$ cat config.mk
export PLATFORM = sky130hd
export DESIGN_NAME = direction_scan_ctrl
export DESIGN_NICKNAME = d
export VERILOG_FILES = /design/src/rtl/direction_pkg.sv /design/src/rtl/scan_strobe_delay.sv /design/src/rtl/direction_scan_ctrl.sv
export SDC_FILE = /design/constraint.sdc
export NUM_CORES = 1
export LEC_CHECK = 0
export CAP_MARGIN = 15
export CORE_ASPECT_RATIO = 0.9
export CORE_MARGIN = 5
export CORE_UTILIZATION = 59
export CTS_BUF_LIST = sky130_fd_sc_hd__clkbuf_8
export DETAILED_ROUTE_END_ITERATION = 8
export GPL_TIMING_DRIVEN = 0
export PLACE_DENSITY = 0.88
export SLEW_MARGIN = 20
export SYNTH_ARGS = -nofsm -noshare
export SYNTH_HDL_FRONTEND = slang
export SYNTH_SLANG_ARGS = --single-unit
$ cat constraint.sdc
create_clock -name clk -period 4.04 [get_ports clk]
set_clock_uncertainty 0.2 [all_clocks]
set_input_delay 0.808 -clock clk [delete_from_list [all_inputs] [get_ports clk]]
set_output_delay 0.808 -clock clk [all_outputs]
set_load 0.1 [all_outputs]
$ cat src/rtl/direction_pkg.sv
// Shared types and defaults for the direction scan controller.
// Contents: scan FSM state type, default image geometry, frame size and a
// width helper that never returns zero.
package direction_pkg;

  typedef enum logic [1:0] {
    IDLE,
    SCAN,
    DRAIN,
    REPORT
  } scan_state_t;

  localparam int unsigned DEF_IMAGE_WIDTH  = 320;
  localparam int unsigned DEF_IMAGE_HEIGHT = 240;
  localparam int unsigned FRAME_PIXELS     = DEF_IMAGE_WIDTH * DEF_IMAGE_HEIGHT;

  // Counter width for values 0..v-1, kept at least one bit wide.
  function automatic int unsigned clog2_min1(input int unsigned v);
    return (v > 1) ? $clog2(v) : 1;
  endfunction

endpackage

$ cat src/rtl/scan_strobe_delay.sv
// Delays the address-side pixel strobe bundle {valid, first, last, column}
// by Latency cycles so it lines up with BRAM read data.
// Ports:
//   clk_i, reset_i      - clock, synchronous active-high reset
//   valid_i .. col_i    - strobes aligned with the read address
//   valid_o .. col_o    - the same strobes aligned with the read data
module scan_strobe_delay #(
  parameter int unsigned Latency = 1,
  parameter int unsigned ColBits = 9
) (
  input  logic               clk_i,
  input  logic               reset_i,
  input  logic               valid_i,
  input  logic               first_i,
  input  logic               last_i,
  input  logic [ColBits-1:0] col_i,
  output logic               valid_o,
  output logic               first_o,
  output logic               last_o,
  output logic [ColBits-1:0] col_o
);

  localparam int unsigned Width = ColBits + 3;

  logic [Width-1:0] stage_d [Latency];
  logic [Width-1:0] stage_q [Latency];

  always_comb begin
    stage_d[0] = {valid_i, first_i, last_i, col_i};
    for (int unsigned i = 1; i < Latency; i++) begin
      stage_d[i] = stage_q[i-1];
    end
  end

  always_ff @(posedge clk_i) begin
    if (reset_i) begin
      stage_q <= '{default: '0};
    end else begin
      stage_q <= stage_d;
    end
  end

  assign {valid_o, first_o, last_o, col_o} = stage_q[Latency-1];

endmodule

$ cat src/rtl/direction_scan_ctrl.sv
// Frame-buffer read sweep controller for the red-pixel direction datapath.
// One full scan per frame_done: issues BRAM reads, emits data-aligned pixel
// strobes, waits for the datapath to settle, then offers the heading to the
// actuator stage over valid/ready. A frame_done arriving while busy is held
// as pending; further ones are counted as overruns (saturating).
// Optional build macro SCAN_ROW_DECIMATE_EN: scan only even rows.
// Ports:
//   clk, reset            - clock, synchronous active-high reset
//   frame_done            - new frame available in BRAM (one-cycle pulse)
//   rdaddress, rden       - BRAM read port
//   pix_valid/first/last  - strobes aligned with BRAM read data
//   pix_column            - column of the current valid pixel
//   dir_in                - heading from the detection datapath
//   dir_out, dir_valid,
//   dir_ready             - captured heading handshake
//   busy                  - controller not idle
//   overrun_count         - saturating count of dropped frame_done pulses
module direction_scan_ctrl
  import direction_pkg::*;
#(
  parameter int unsigned IMAGE_WIDTH  = DEF_IMAGE_WIDTH,
  parameter int unsigned IMAGE_HEIGHT = DEF_IMAGE_HEIGHT,
  parameter int unsigned ADDR_BITS    = $clog2(IMAGE_WIDTH * IMAGE_HEIGHT),
  parameter int unsigned RD_LATENCY   = 1,
  parameter int unsigned DRAIN_CYCLES = 4,
  parameter int unsigned DIR_BITS     = 7
) (
  input  logic                           clk,
  input  logic                           reset,
  input  logic                           frame_done,
  output logic [ADDR_BITS-1:0]           rdaddress,
  output logic                           rden,
  output logic                           pix_valid,
  output logic                           pix_first,
  output logic                           pix_last,
  output logic [$clog2(IMAGE_WIDTH)-1:0] pix_column,
  input  logic [DIR_BITS-1:0]            dir_in,
  output logic [DIR_BITS-1:0]            dir_out,
  output logic                           dir_valid,
  input  logic                           dir_ready,
  output logic                           busy,
  output logic [7:0]                     overrun_count
);

  localparam int unsigned ColBits = $clog2(IMAGE_WIDTH);
  localparam int unsigned RowBits = clog2_min1(IMAGE_HEIGHT);
`ifdef SCAN_ROW_DECIMATE_EN
  localparam int unsigned RowStep = 2;
`else
  localparam int unsigned RowStep = 1;
`endif
  // Skipping a row means jumping past the rest of this row plus one full row.
  localparam int unsigned AddrJump = (RowStep == 2) ? IMAGE_WIDTH + 1 : 1;
  localparam int unsigned LastRow  = ((IMAGE_HEIGHT - 1) / RowStep) * RowStep;
  // DRAIN starts the cycle after the last read; pix_last appears RD_LATENCY
  // cycles after that read, and the result is due DRAIN_CYCLES after pix_last.
  localparam int unsigned DrainTotal = RD_LATENCY + DRAIN_CYCLES - 1;
  localparam int unsigned DrainBits  = clog2_min1(DrainTotal);

  localparam logic [ColBits-1:0]   ColMax    = ColBits'(IMAGE_WIDTH - 1);
  localparam logic [RowBits-1:0]   RowLast   = RowBits'(LastRow);
  localparam logic [RowBits-1:0]   RowInc    = RowBits'(RowStep);
  localparam logic [ADDR_BITS-1:0] AddrInc   = ADDR_BITS'(AddrJump);
  localparam logic [DrainBits-1:0] DrainLast = DrainBits'(DrainTotal - 1);

  scan_state_t          state_d, state_q;
  logic [ADDR_BITS-1:0] rdaddress_d, rdaddress_q;
  logic                 rden_d, rden_q;
  logic [ColBits-1:0]   col_d, col_q;
  logic [RowBits-1:0]   row_d, row_q;
  logic [DrainBits-1:0] drain_cnt_d, drain_cnt_q;
  logic                 pending_d, pending_q;
  logic [7:0]           overrun_d, overrun_q;
  logic [DIR_BITS-1:0]  dir_out_d, dir_out_q;
  logic                 dir_valid_d, dir_valid_q;

  logic last_hit;
  logic report_done;

  assign last_hit    = (row_q == RowLast) && (col_q == ColMax);
  assign report_done = (state_q == REPORT) && dir_valid_q && dir_ready;

  always_comb begin
    state_d     = state_q;
    rdaddress_d = rdaddress_q;
    rden_d      = rden_q;
    col_d       = col_q;
    row_d       = row_q;
    drain_cnt_d = drain_cnt_q;
    pending_d   = pending_q;
    overrun_d   = overrun_q;
    dir_out_d   = dir_out_q;
    dir_valid_d = dir_valid_q;

    // The REPORT completion cycle handles frame_done itself below.
    if (frame_done && (state_q != IDLE) && !report_done) begin
      if (!pending_q) begin
        pending_d = 1'b1;
      end else if (overrun_q != 8'hFF) begin
        overrun_d = overrun_q + 8'd1;
      end
    end

    unique case (state_q)
      IDLE: begin
        if (frame_done || pending_q) begin
          state_d     = SCAN;
          rdaddress_d = '0;
          rden_d      = 1'b1;
          col_d       = '0;
          row_d       = '0;
          // Both at once: serve one, keep the other queued.
          pending_d   = frame_done && pending_q;
        end
      end
      SCAN: begin
        if (last_hit) begin
          state_d     = DRAIN;
          rden_d      = 1'b0;
          drain_cnt_d = '0;
        end else if (col_q == ColMax) begin
          col_d       = '0;
          row_d       = row_q + RowInc;
          rdaddress_d = rdaddress_q + AddrInc;
        end else begin
          col_d       = col_q + 1'b1;
          rdaddress_d = rdaddress_q + 1'b1;
        end
      end
      DRAIN: begin
        if (drain_cnt_q == DrainLast) begin
          dir_out_d   = dir_in;
          dir_valid_d = 1'b1;
          state_d     = REPORT;
        end else begin
          drain_cnt_d = drain_cnt_q + 1'b1;
        end
      end
      REPORT: begin
        if (report_done) begin
          dir_valid_d = 1'b0;
          if (pending_q) begin
            state_d     = SCAN;
            rdaddress_d = '0;
            rden_d      = 1'b1;
            col_d       = '0;
            row_d       = '0;
            pending_d   = frame_done;
          end else begin
            state_d   = IDLE;
            pending_d = frame_done;
          end
        end
      end
      default: state_d = IDLE;
    endcase
  end

  always_ff @(posedge clk) begin
    if (reset) begin
      state_q     <= IDLE;
      rdaddress_q <= '0;
      rden_q      <= 1'b0;
      col_q       <= '0;
      row_q       <= '0;
      drain_cnt_q <= '0;
      pending_q   <= 1'b0;
      overrun_q   <= '0;
      dir_out_q   <= '0;
      dir_valid_q <= 1'b0;
    end else begin
      state_q     <= state_d;
      rdaddress_q <= rdaddress_d;
      rden_q      <= rden_d;
      col_q       <= col_d;
      row_q       <= row_d;
      drain_cnt_q <= drain_cnt_d;
      pending_q   <= pending_d;
      overrun_q   <= overrun_d;
      dir_out_q   <= dir_out_d;
      dir_valid_q <= dir_valid_d;
    end
  end

  logic               addr_first;
  logic               addr_last;
  logic [ColBits-1:0] addr_col;

  assign addr_first = rden_q && (rdaddress_q == '0);
  assign addr_last  = rden_q && last_hit;
  assign addr_col   = rden_q ? col_q : '0;

  scan_strobe_delay #(
    .Latency (RD_LATENCY),
    .ColBits (ColBits)
  ) u_strobe_delay (
    .clk_i   (clk),
    .reset_i (reset),
    .valid_i (rden_q),
    .first_i (addr_first),
    .last_i  (addr_last),
    .col_i   (addr_col),
    .valid_o (pix_valid),
    .first_o (pix_first),
    .last_o  (pix_last),
    .col_o   (pix_column)
  );

  assign rdaddress     = rdaddress_q;
  assign rden          = rden_q;
  assign dir_out       = dir_out_q;
  assign dir_valid     = dir_valid_q;
  assign busy          = (state_q != IDLE);
  assign overrun_count = overrun_q;

endmodule

==> results of run 1 <==
[stage by stage]
stage	power (mW)	hold WS, ns
after CTS	2.16	0.255
after global routing	2.28	0.288
after detailed placement	1.59	0.248
after floorplan	1.37	0.256
final	2.17	0.255
after global placement	1.57	0.241
[kinds of logic after synthesis]
group,after synthesis,synth area share [%]
simple gates,167,27.4
flops,68,41.2
mux,5,1.63
buf+inv,29,3.45
compound gates,101,20.6
xor+xnor,7,1.86
fa+ha+maj,10,3.79
[cell usage after synthesis, drive strengths merged, types with 8 or more instances]
library cell,instances,area (um^2)
a31oi,8,50.1
o21ai,17,85.1
and2,14,87.6
clkbuf,10,38.8
a21oi,35,175
ha,10,125
nand3,19,95.1
nand2,41,154
inv,13,48.8
dfxtp,68,1360
nor2,26,97.6
or3,10,62.6
nand4,10,68.8
a211oi,8,65.1
and3,8,55.1
[cell type report]
type                            instances  area [um^2]
Buffer                                 16         65.1
Multi-Input combinational cell        290         1830
Clock buffer                           11          151
Timing Repair Buffer                   57          571
Tap cell                               67         83.8
Clock inverter                          5         51.3
Sequential cell                        68         1360
Fill cell                             368         1190
Inverter                               13         48.8
[how the worst max path moves through the flow]
| stage | start | endpoint | depth (start not counted) |
|---|---|---|---|
| 6_report | state_q[0]$_SDFFE_PP0P_ | busy | 4 |
| 5_1_grt | state_q[1]$_SDFFE_PP0P_ | busy | 4 |
| 4_1_cts | state_q[0]$_SDFFE_PP0P_ | busy | 4 |
| 3_5_place_dp | dir_ready | rdaddress[0]$_SDFFE_PP0P_ | 7 |
| 3_3_place_gp | dir_ready | rdaddress[0]$_SDFFE_PP0P_ | 7 |
| 2_1_floorplan | dir_valid$_SDFFE_PP0P_ | rdaddress[16]$_SDFFE_PP0P_ | 7 |
[worst max-delay path, stage by stage, from the launching register on]
cell and delay, ns:
dfxtp_1 0.36, inv_1 0.10, ha_1 0.27, inv_1 0.11, clkdlybuf4s50_1 1.13
[layer usage]
layer	GRT usage, %	share of wire [%]
met1	33.7	42
met2	41.2	47
met3	6.90	9.6
met4	11.9	1.9
met5	0	0
[report_power, final]
part / internal [mW] / switching, mW
clock network: 0.314 / 0.257
registers: 0.711 / 0.0373
logic: 0.242 / 0.608
total: 1.27 / 0.903
[sequential cells by signal, indices dropped and copies added, names as in the netlist]
register and count:
col_q 9, dir_out 7, dir_valid 1, drain_cnt_q 2, overrun_count 8, pending_q 1, rdaddress 17, rden 1
row_q 8, state_q 2, u_strobe_delay.stage_q 12
==> reports/results.ini, run 1 <==
[run_status]
status=completed

[logic_synthesis]
syn_area_per_cell_um2=8.53
synth_area_mm2=0.00330
ys_seq_area_share_pct=41.2
synth_cell_type_count=59
ys.flop_type=dfxtp_1
ys_async_sr_fraction_pct=0
yosys_warnings=0
ys_seq_elements=68
synth_edf_count=0
syn_inst=387
synth_fp_nets=408

[routing]
drtAntennaViolNets=0
viasPerCell=6.24
drt_iter0_drc=442
drt_pre_antenna_iters=6
wire_per_inst_um=17.0
drt_wl_total_mm=8.96
drc_errors=0
vias=3289

[clocking]
clkTransAtPathRegs_ns=0.07
cts_max_path_buffers=2
cts_tree=built
clock_sinks=68
cts_resized=0
cts_hold_buf=0
cts_made_buffers=9
clk_latency_ns=0.35
cts_root_buffer=clkbuf_8
post-cts-setup-buffers=0
htree_levels=3

[timing]
slew_viol_final=0
worst_slew_pin_slew_ns=1.00
max_freq_mhz=300
period_share_pct=82.6
setup_tns_ns=0
rsz0062_at_grt=false
min_period_ns=3.34
slew_headroom_pct=33.1
worst_slack_ns=0.704
setup_viol=0
finalHoldViolCount=0

[cells_and_area]
instances_no_fill=527
area_growth_syn_to_layout_pct=26.0
layout_commonest_cell=dfxtp_1
final_area_mm2=0.00416
fin_nets=476
postLayoutCoreUtil_pct=77.7
n_antenna_cell=0
layout_common_cells=68 x dfxtp_1, 57 x clkdlybuf4s50_1, 41 x nand2_1
final_layout_size_suffix_gt1_share_pct=7.17

[floorplan]
io_pins=58
die_width_um=88.8
coreArea_mm2=0.00535
die_y_um=81.0
num_rows=25
die_area_mm2=0.00719
start_util_pct=61.7

[global_route]
grt-ovfl-total=0
grt_first_pass_wirelength_mm=14.8
grt_max_degree=12
grt_usage_pct=26.3
antenna_found_initial=0
grt_pass1_vias=3156

[critical_path]
startpoint_type=flop
path_class=reg -> out
r2r-end=row_q[1]$_SDFFE_PP0P_
worstPathArrival_ns=2.33
required_ns=3.03
worst_r2r_path_depth=8
crit_path_max_fanout=6
end_kind=output port
timing.rr.start=state_q[1]$_SDFFE_PP0P_
r2r_slack_ns=1.26

[power]
power.leakage_nw=1.50
power.density_mw_per_mm2=522
vdd_drop_max_uv=633

[hold_path]
hp-class=reg -> reg
hold_depth=2
hp-start=dir_out[0]$_SDFFE_PP0P_
min_to=dir_out[0]$_SDFFE_PP0P_

[run]
max_cap_viol_count=0

[place]
place_area_mm2=0.00396
placed_cells=511
portBuffers=57
dp_hpwl_mm=6.42
dpl_worst_slack_ns=0.657
gp_congestion=0.874

No activity file was read; power rests on OpenSTA's default activity.
==> run 2: changes to the inputs <==
CORE_UTILIZATION = 55   (was 59)
PLACE_DENSITY = 0.83   (was 0.88)
clock period = 3.4 ns   (was 4.04 ns; I/O delays follow)
==> run 2 against run 1 <==
  * Core utilization fell by 4.5 points
  * First-iteration DRC count fell by 33%
  * Die area rose by 6.4%
  * Sequential power rose by 19%
  * Global-route usage fell by 2.7 points
  * Critical path type unchanged
  * Largest power group unchanged
==> reports/results.ini, run 2 (same netlist as run 1, synthesis figures left out) <==
[run_status]
status=completed

[power]
pwr-share-clk_pct=30.8
p_int_mw=1.66
vdd_drop_max_uv=392
p_sw_mw=1.09
p_total_mw=2.75
seqPwrFrac_pct=32.3
p_sw_share_pct=39.6
power.density_mw_per_mm2=653
power.leakage_nw=1.52
pwr-share-comb_pct=36.9

[timing]
hold_slack_ns=0.256
rsz0062_at_grt=false
max_freq_mhz=311
slew_headroom_pct=33.2
period_share_pct=94.6
finalHoldViolCount=0
min_period_ns=3.22
setup_tns_ns=0
setup_viol=0
slew_viol_final=0
worst_slew_pin_slew_ns=0.999

[hold_path]
hp-start=dir_out[6]$_SDFFE_PP0P_
hp-class=reg -> reg
hold_depth=2
min_to=dir_out[6]$_SDFFE_PP0P_

[clocking]
cts_root_buffer=clkbuf_8
cts_resized=0
clock_sinks=68
post-cts-setup-buffers=0
cts_tree=built
cts_made_buffers=9
cts_hold_buf=0
clk_latency_ns=0.35
clkTransAtPathRegs_ns=0.08
cts_max_path_buffers=2
htree_levels=3

[routing]
vias=3302
wire_per_inst_um=16.8
drt_wl_total_mm=8.91
drt_pre_antenna_iters=5
drtAntennaViolNets=0
viasPerCell=6.23
drc_errors=0
drt_iter0_drc=294

[cells_and_area]
multi_input_area_mm2=0.00183
seq_area_mm2=0.00136
layout_common_cells=68 x dfxtp_1, 57 x clkdlybuf4s50_1, 41 x nand2_1
postLayoutCoreUtil_pct=73.2
largest_reg_flops=17
final_layout_size_suffix_gt1_share_pct=7.39
layout_commonest_cell=dfxtp_1
n_antenna_cell=0
fin_nets=476
area_growth_syn_to_layout_pct=27.7
final_area_mm2=0.00422
n_fill_cell=459

[global_route]
grt_first_pass_wirelength_mm=15.0
grt_pass1_vias=3066
grt_max_degree=13
grt_usage_pct=23.6
grt-ovfl-total=0
antenna_found_initial=0

[floorplan]
coreArea_mm2=0.00576
die_width_um=91.7
num_rows=26
die_area_mm2=0.00765
io_pins=58
die_y_um=83.5
start_util_pct=57.3

[run]
max_cap_viol_count=0

[place]
place_area_mm2=0.00396
dp_hpwl_mm=6.25
portBuffers=57
gp_congestion=0.858

[critical_path]
worst_path_max_delay_cell=clkdlybuf4s50_1
worstPathBufferInverterCount=3
r2r_slack_ns=0.61
worstPathArrival_ns=2.34
required_ns=2.52
crit_path_max_fanout=6
crit_start=state_q[0]$_SDFFE_PP0P_
end_kind=output port
crit_family=buffers and inverters
critPathMaxStageDelay_ns=1.16
startpoint_type=flop
cpMostUsedCell=inv_1
worst_r2r_path_depth=8
crit_chain=inv_1 -> ha_1 -> inv_1 -> clkdlybuf4s50_1
timing.rr.start=state_q[1]$_SDFFE_PP0P_
path_class=reg -> out
r2r-end=row_q[1]$_SDFFE_PP0P_

==> run 2: changes by cell type in the layout (fill, tap and decap cells not counted), sizes merged <==
cell,change
bufinv,+2
clkinv,-2
==> run 2: worst min-delay path, delay by kind of cell (launching register included) <==
kind / cells / cell delay (ns)
DFF: 1 / 0.31
and+or+nand+nor: 1 / 0.05
AOI/OAI and AO/OA: 1 / 0.05
==> run 2: layer usage <==
metal / vias up / global-route usage [%] / wire length (um)
met5: - / 0 / 0
met4: 0 / 6.85 / 130
met3: 17 / 5.77 / 648
met2: 139 / 37.7 / 4200
met1: 1574 / 31.5 / 3930
li1: 1572 / - / -
==> run 2: how the worst max path moves through the flow <==
stage                                      end  depth (start not counted)  slack, ns
floorplan           rdaddress[16]$_SDFFE_PP0P_                          7       0.54
global placement     rdaddress[0]$_SDFFE_PP0P_                          7       0.17
detailed placement   rdaddress[0]$_SDFFE_PP0P_                          7       0.11
CTS                                       busy                          4       0.17
global route                              busy                          4       0.07
finish                                    busy                          4       0.18
==> run 2: through the flow <==
step,std cells,worst slack (ns)
after global routing,530,0.0749
after CTS,530,0.171
after detailed placement,514,0.110
after floorplan,387,0.538
after global placement,514,0.166
final,530,0.183
==> run 2: area by class of cell <==
class / count / area share (%)
Buffer: 16 / 1.54
Clock buffer: 11 / 3.59
Clock inverter: 5 / 2.52
Inverter: 13 / 1.16
Multi-Input combinational cell: 290 / 43.3
Sequential cell: 68 / 32.3
Tap cell: 70 / 2.08
Timing Repair Buffer: 57 / 13.5
==> run 2: power by group through the flow <==
stage / logic, mW / registers [mW] / clock network [mW]
detailed placement: 0.986 / 0.908 / 0
finish: 1.02 / 0.889 / 0.847
floorplan: 0.602 / 1.03 / 0
global route: 1.09 / 0.899 / 0.898
global placement: 0.963 / 0.903 / 0
CTS: 1.00 / 0.890 / 0.855
